[src/rtl/edge_filter_counter.sv]
// edge_filter_counter
// Observer for an asynchronous single-bit stream. It synchronises `d` into the
// `clk` domain and rejects pulses shorter than FILT_CYCLES sampled cycles. For
// each accepted transition it emits a one-cycle rise/fall strobe. It also keeps
// saturating rise/fall event counts with a sticky overflow flag.
module edge_filter_counter #(
    parameter int SYNC_STAGES = 2,
    parameter int FILT_CYCLES = 3,
    parameter int CNT_W       = 8
) (
    input  logic             clk,
    input  logic             rst,
    input  logic             d,
    input  logic             clr,
    output logic             level,
    output logic             rise,
    output logic             fall,
    output logic [CNT_W-1:0] rise_cnt,
    output logic [CNT_W-1:0] fall_cnt,
    output logic             ovf
);

    localparam int                FC_W    = $clog2(FILT_CYCLES + 1);
    localparam logic [FC_W-1:0]   FC_ZERO = '0;
    localparam logic [FC_W-1:0]   FC_ONE  = FC_W'(1);
    localparam logic [FC_W-1:0]   FC_LAST = FC_W'(FILT_CYCLES - 1);
    localparam logic [CNT_W-1:0]  CNT_MAX = '1;
    localparam bit                FAST    = (FILT_CYCLES == 1);

    typedef enum logic [1:0] {
        S_LOW,
        S_HIGH_PEND,
        S_HIGH,
        S_LOW_PEND
    } state_t;

    logic [SYNC_STAGES-1:0] sync_q;
    logic                   s;
    state_t                 state_q, state_d;
    logic [FC_W-1:0]        fc_q, fc_d;
    logic                   level_d, rise_d, fall_d;

    assign s = sync_q[SYNC_STAGES-1];

    // Synchroniser chain: shift `d` in at stage 0, filtered side reads the last stage.
    always_ff @(posedge clk) begin
        // NOTE: sequential state uses non-blocking assignments so every flop
        // samples the pre-edge value of its neighbours.
        if (rst) sync_q <= '0;
        else     sync_q <= {sync_q[SYNC_STAGES-2:0], d};
    end

    // FSM state register together with the registered level and strobes.
    always_ff @(posedge clk) begin
        if (rst) begin
            state_q <= S_LOW;
            fc_q    <= FC_ZERO;
            level   <= 1'b0;
            rise    <= 1'b0;
            fall    <= 1'b0;
        end else begin
            state_q <= state_d;
            fc_q    <= fc_d;
            level   <= level_d;
            rise    <= rise_d;
            fall    <= fall_d;
        end
    end

    // Next-state logic: qualify a new level only after FILT_CYCLES agreeing samples.
    always_comb begin
        // NOTE: defaults first so no path through the case leaves a latch.
        state_d = state_q;
        fc_d    = fc_q;
        unique case (state_q)
            S_LOW: begin
                if (s) begin
                    // With a one-cycle filter the level could flip on the edge
                    // right after a fall strobe. Detour through the pending state
                    // for one cycle so strobes never land back to back.
                    if (FAST && !fall) begin
                        state_d = S_HIGH;
                        fc_d    = FC_ZERO;
                    end else begin
                        state_d = S_HIGH_PEND;
                        fc_d    = FAST ? FC_ZERO : FC_ONE;
                    end
                end
            end
            S_HIGH_PEND: begin
                if (!s) begin
                    state_d = S_LOW;
                    fc_d    = FC_ZERO;
                end else if (fc_q == FC_LAST) begin
                    state_d = S_HIGH;
                    fc_d    = FC_ZERO;
                end else begin
                    fc_d = fc_q + FC_ONE;
                end
            end
            S_HIGH: begin
                if (!s) begin
                    if (FAST && !rise) begin
                        state_d = S_LOW;
                        fc_d    = FC_ZERO;
                    end else begin
                        state_d = S_LOW_PEND;
                        fc_d    = FAST ? FC_ZERO : FC_ONE;
                    end
                end
            end
            S_LOW_PEND: begin
                if (s) begin
                    state_d = S_HIGH;
                    fc_d    = FC_ZERO;
                end else if (fc_q == FC_LAST) begin
                    state_d = S_LOW;
                    fc_d    = FC_ZERO;
                end else begin
                    fc_d = fc_q + FC_ONE;
                end
            end
            default: begin
                state_d = S_LOW;
                fc_d    = FC_ZERO;
            end
        endcase
    end

    // Output logic: the level follows the settled state, and strobes mark its edges.
    always_comb begin
        level_d = (state_d == S_HIGH) || (state_d == S_LOW_PEND);
        rise_d  =  level_d && !level;
        fall_d  = !level_d &&  level;
    end

    // Saturating event counters. A clear wins over a coincident event.
    always_ff @(posedge clk) begin
        if (rst || clr) begin
            rise_cnt <= '0;
            fall_cnt <= '0;
            ovf      <= 1'b0;
        end else begin
            if (rise_d) begin
                if (rise_cnt == CNT_MAX) ovf      <= 1'b1;
                else                     rise_cnt <= rise_cnt + 1'b1;
            end
            if (fall_d) begin
                if (fall_cnt == CNT_MAX) ovf      <= 1'b1;
                else                     fall_cnt <= fall_cnt + 1'b1;
            end
        end
    end

endmodule

[config.mk]
export PLATFORM = sky130hd
export DESIGN_NAME = edge_filter_counter
export DESIGN_NICKNAME = d
export VERILOG_FILES = /design/src/rtl/edge_filter_counter.sv
export SDC_FILE = /design/constraint.sdc
export NUM_CORES = 1
export LEC_CHECK = 0
export ABC_CLOCK_PERIOD_IN_PS = 1800
export CORE_MARGIN = 2
export CORE_UTILIZATION = 45
export DETAILED_ROUTE_END_ITERATION = 10
export PLACE_DENSITY = 0.71
export SYNTH_ARGS = -nofsm -noshare
export SYNTH_HDL_FRONTEND = slang
export SYNTH_SLANG_ARGS = --single-unit
[constraint.sdc]
create_clock -name clk -period 1.8 [get_ports clk]
set_clock_uncertainty 0.1 [all_clocks]
set_input_delay 0.27 -clock clk [delete_from_list [all_inputs] [get_ports clk]]
set_output_delay 0.27 -clock clk [all_outputs]
set_load 0.02 [all_outputs]
### Word-level counts from Yosys, hierarchy flattened

Index checks and enable logic that the tools add are counted.

* flip-flop bits (word level): 26
* input port bits: 4
* output and inout bits: 20
* logic and storage cells: 51

* equal/unequal tests: 10
* add/subtract/negate cells: 3
* mux-type cells: 17
* reductions and logical operators: 10
* bitwise logic cells: 2

Operator list (number)
* $mux W2: 11
* $add A8 B1 Y8 const B: 2
* $eq A8 B8 Y1 const B: 2
* $pmux W2 S4: 2
* $eq A2 B2 Y1 const B: 5
* $reduce_and A2 Y1: 3
* $mux W1: 4
* $ne A2 B2 Y1 const B: 2
* $add A2 B1 Y2 const B: 1
* $eq A2 B1 Y1 const B: 1
* $logic_and A1 B1 Y1: 2
* $logic_not A1 Y1: 2
* $logic_not A2 Y1: 1
* $logic_or A1 B1 Y1: 2
* $not A1 Y1: 2

### Longest topological paths before layout

Gate-level depths: netlist (run 1).

* word-level depth: 10
* depth in mapped cells: 5
* mapped depth without buffers: 5

### Least setup slack after synthesis (run 1)

Ideal clock, no wire load.

* path kind: register to register
* start: reg rise_cnt[3]
* end: reg rise_cnt[5]
* stages on the path, launching flop included: 5
* data arrival time: 1.622 ns
* path slack: 0.008 ns
* clock period less this slack: 1.792 ns
* buffers on the path: 0
* required time: 1.630 ns
* setup time: 0.070 ns
* path through: dfxtp_1 -> nand2_2 -> or4b_4 -> or4_1 -> a21oi_1

* word-level cells in the longest chain between the ends: 3
* elaborated cells between the ends (all ways): 4
* classes of those cells: 1 x add/sub; 1 x eq/ne; 1 x bitwise; 1 x reduce/logical

Ends and longest elaborated chain
* start: declaration: line 18 `output logic [CNT_W-1:0] rise_cnt,`
* start signal: assignment: line 146 `else rise_cnt <= rise_cnt + 1'b1;`
* parallel branches: the longest is 3 deep, another holds $add A8 B1 Y8

Parallel ways; which one is timed is not known.
A chain may end at the register's enable or synchronous reset.

### Final worst setup path (run 1)

* start: reg rise_cnt[1]
* end: reg rise_cnt[5]

Same word-level chain as after synthesis.

==> results.md, run 1 <==
- Data required time of the worst path: 1970 ps
- Post-synthesis cell area: approximately 0.0012 mm²
- Final Hold Violating Endpoints: 0
- Fin crit share: about 97%
- Crit path cell chain: nand2_1, or4b_4, or4_1, a21oi_1
- Share of cells above drive strength 1: 19.6%
- Final-report max-slew violation count: 0
- Detailed placement HPWL: between 2000 and 2500 µm
- Worst-margin pin slew: ~420 ps
- Clock Tree Root: clkbuf_4
- Overall track demand over capacity in global routing: between 10% and 20%
- Top FF cell, synth: dfxtp_1
- Post-route worst setup slack: between 50 and 60 ps
- Number of different library cells in the post-synthesis netlist: 44
- Critical Path Slowest Stage Cell: or4b_4
- # nets final: approximately 180
- Level count of the clock H-tree: 1
- Routability congestion estimate: about 0.82
- Total Neg Setup Slack: 0 ps
- Via count normalized by instance count: about 6.0
- Number of failing setup endpoints in the final timing report: 0
- Average routed wire per standard cell: roughly 15 µm
- Number of maximum-capacitance constraint violations: 0
- Maximum operating frequency: roughly 570 MHz
- Endpoint kind of the worst setup timing path: register
- Share of Yosys cell area claimed by the top area cell type: 42.7%
- Worst ir drop on vdd: 0.609 mV
- Number of antenna violations at the first check in global routing: 0
- Critical path class: register to register
- Clock slew at reported path FFs: about 140 ps
- Total number of yosys warnings: 0
- Synth Instances: 131
- Highest cell delay on the worst timing path: 490 ps
- Net count after synthesis: 137
- Largest cells by area after synthesis: dfxtp_1 (43%), a21oi_1 (4.5%), o31ai_1 (3.7%)
- Number of nets still failing antenna checks after routing: 0
- Post-synthesis async set-or-reset flop share: 0%
- Number of synthesized register bits: 26
- Power density cells: 614 mW/mm²
- Crit path DAT: about 1900 ps
- LEAKAGE: approximately 0.8 nW
- Core Rows: 18
- Setup repair after global routing missed its margin: yes
- Remaining design rule violation count: 0
- Status: completed
- Type of origin of the critical path: register
- Area overhead of the layout relative to synthesis: 35.6%
- Number of antenna diodes: 0
- Most frequent cell after synthesis: dfxtp_1
- Wire length of the first global-routing pass: around 4900 µm
- Final std cell area, no fill: approximately 0.0017 mm²
- Vias after detailed routing: 1180
- Maximum net fanout on the critical path: 5
- Count of input and output buffers: 23
- Initial DRC Count: 38
- Post-route insts no fill: slightly below 200
- Via count of the first global-routing pass: 1070
- Setup Fix Bufs, Post-CTS: 0
- Minimum hold slack: roughly 370 ps
- Headroom to the max-slew limit: between 70% and 80%
- Count of pins on the block boundary: 24
- Largest net degree at the start of global routing: 16
- Clk_lat worst skew: between 300 and 400 ps
- Die footprint: 0.00314 mm²
- Dpl cell area: ~0.0016 mm²
- FILL cells: around 220
- Std-Cell Core Area: 0.00252 mm²
- Most instantiated cells after synthesis: dfxtp_1 (26), a21oi_1 (11), nor2_1 (10)
- Worst setup slack before clock tree synthesis: about 53 ps
- Sequential fraction of the synthesis area: 42.7%
- Number of flops mapped to enable cells by yosys: 0
- Number of search-and-repair iterations in the first detailed-routing pass: 4
- Final Critical Period: 1750 ps
- Total clock buffers created by CTS: 3
- Die outline height: between 50 and 60 µm
- Largest area contributor in the synthesized netlist: dfxtp_1
- Width of the die: between 50 and 60 µm
- CTS Buffer Depth: 2
- CTS tree: done
- Clock Sinks: 26
- Starting density of the core: between 40% and 50%
- Placed cells: 194
- Grt total ovfl: 0
- Type of the tightest min-delay check: register to register
- Per-instance average area after synthesis: 9.30 µm²
- Wire length reported by the detailed router: 2910 µm
[what timing repair did]
item                       CTS  global route
pin swaps                    0             1
setup endpoints to repair    4            18
hold buffers                 0             0
resized for setup            5            17
[logic make-up after synthesis]
group,synth area share [%]
compound gates,24.3
xor+xnor,0.719
fa+ha+maj,2.05
buf+inv,3.18
flops,42.7
simple gates,27.0
[path summary, 6_finish.rpt]
check | startpoint | end | slack [ps] | cells past startpoint
hold / removal | sync_q[0]$_SDFF_PP0_ | sync_q[1]$_SDFF_PP0_ | 370 | 1
setup reg to reg | rise_cnt[1]$_SDFFE_PP0P_ | rise_cnt[5]$_SDFFE_PP0P_ | 50 | 4
hold reg to reg | sync_q[0]$_SDFF_PP0_ | sync_q[1]$_SDFF_PP0_ | 370 | 1
setup / recovery | rise_cnt[1]$_SDFFE_PP0P_ | rise_cnt[5]$_SDFFE_PP0P_ | 50 | 4
[routing by layer]
layer | up-vias | wire length, µm | global-route usage [%]
met1 | 560 | 1370 | 23.9
met2 | 22 | 1400 | 32.6
met4 | 0 | 26 | 3.06
met5 | - | 0 | 0
met3 | 4 | 114 | 5.12
li1 | 594 | - | -
[placed cells by master, fill, tap and decap left out, drive strengths merged, types with 3 or more instances in the layout]
master,netlist,routed
o41ai,5,5
o21a,3,3
a21oi,12,12
dlymetal6s2s,0,12
dfxtp,26,26
clkdlybuf4s50,0,7
or3,3,3
nand3,4,4
nand3b,3,3
dlygate4sd2,0,4
nor2,10,10
o31ai,6,6
or4,4,4
clkbuf,2,3
nand2,8,8
nand4,4,4
buf,2,15
[critical path, delay by kind of cell, from the launching register on]
kind | cells | cell delay, ps
flops | 1 | 430
simple gates | 3 | 1020
compound gates | 1 | 150
[through the flow]
stage               power [mW]  utilization [%]
floorplan                0.610                -
global placement         0.625             62.2
detailed placement       0.626             62.2
CTS                       1.02             64.1
global route              1.05             65.5
finish                    1.02             65.5
[power breakdown]
part           internal [mW]  leakage, nW  switching [mW]  total [mW]
registers              0.580        0.212         0.00267       0.582
logic                 0.0156        0.563          0.0152      0.0309
clock network          0.225       0.0279           0.177       0.402
total                  0.821        0.804           0.195        1.02
[sequential cells by signal, indices dropped and copies added, names as in the netlist]
signal	flops
fall	1
fall_cnt	8
fc_q	2
level	1
ovf	1
rise	1
rise_cnt	8
state_q	2
sync_q	2
[final cells by class]
type | count | area [µm²] | area share (%)
multi-input combinational | 98 | 661 | 40.0
sequential | 26 | 527 | 31.9
timing repair buffer | 38 | 368 | 22.3
tap | 30 | 37.5 | 2.27
clock inverter | 1 | 30.0 | 1.82
clock buffer | 3 | 22.5 | 1.36
inverter | 2 | 7.51 | 0.454
(Power assumes the default switching activity.)
==> run 2: changes to the inputs <==
- ABC_CLOCK_PERIOD_IN_PS: 1800 -> unset
- CTS_CLUSTER_DIAMETER: unset -> 120
==> results of run 2 <==
No change in the layout: final DEF, timing and power equal those of run 1.
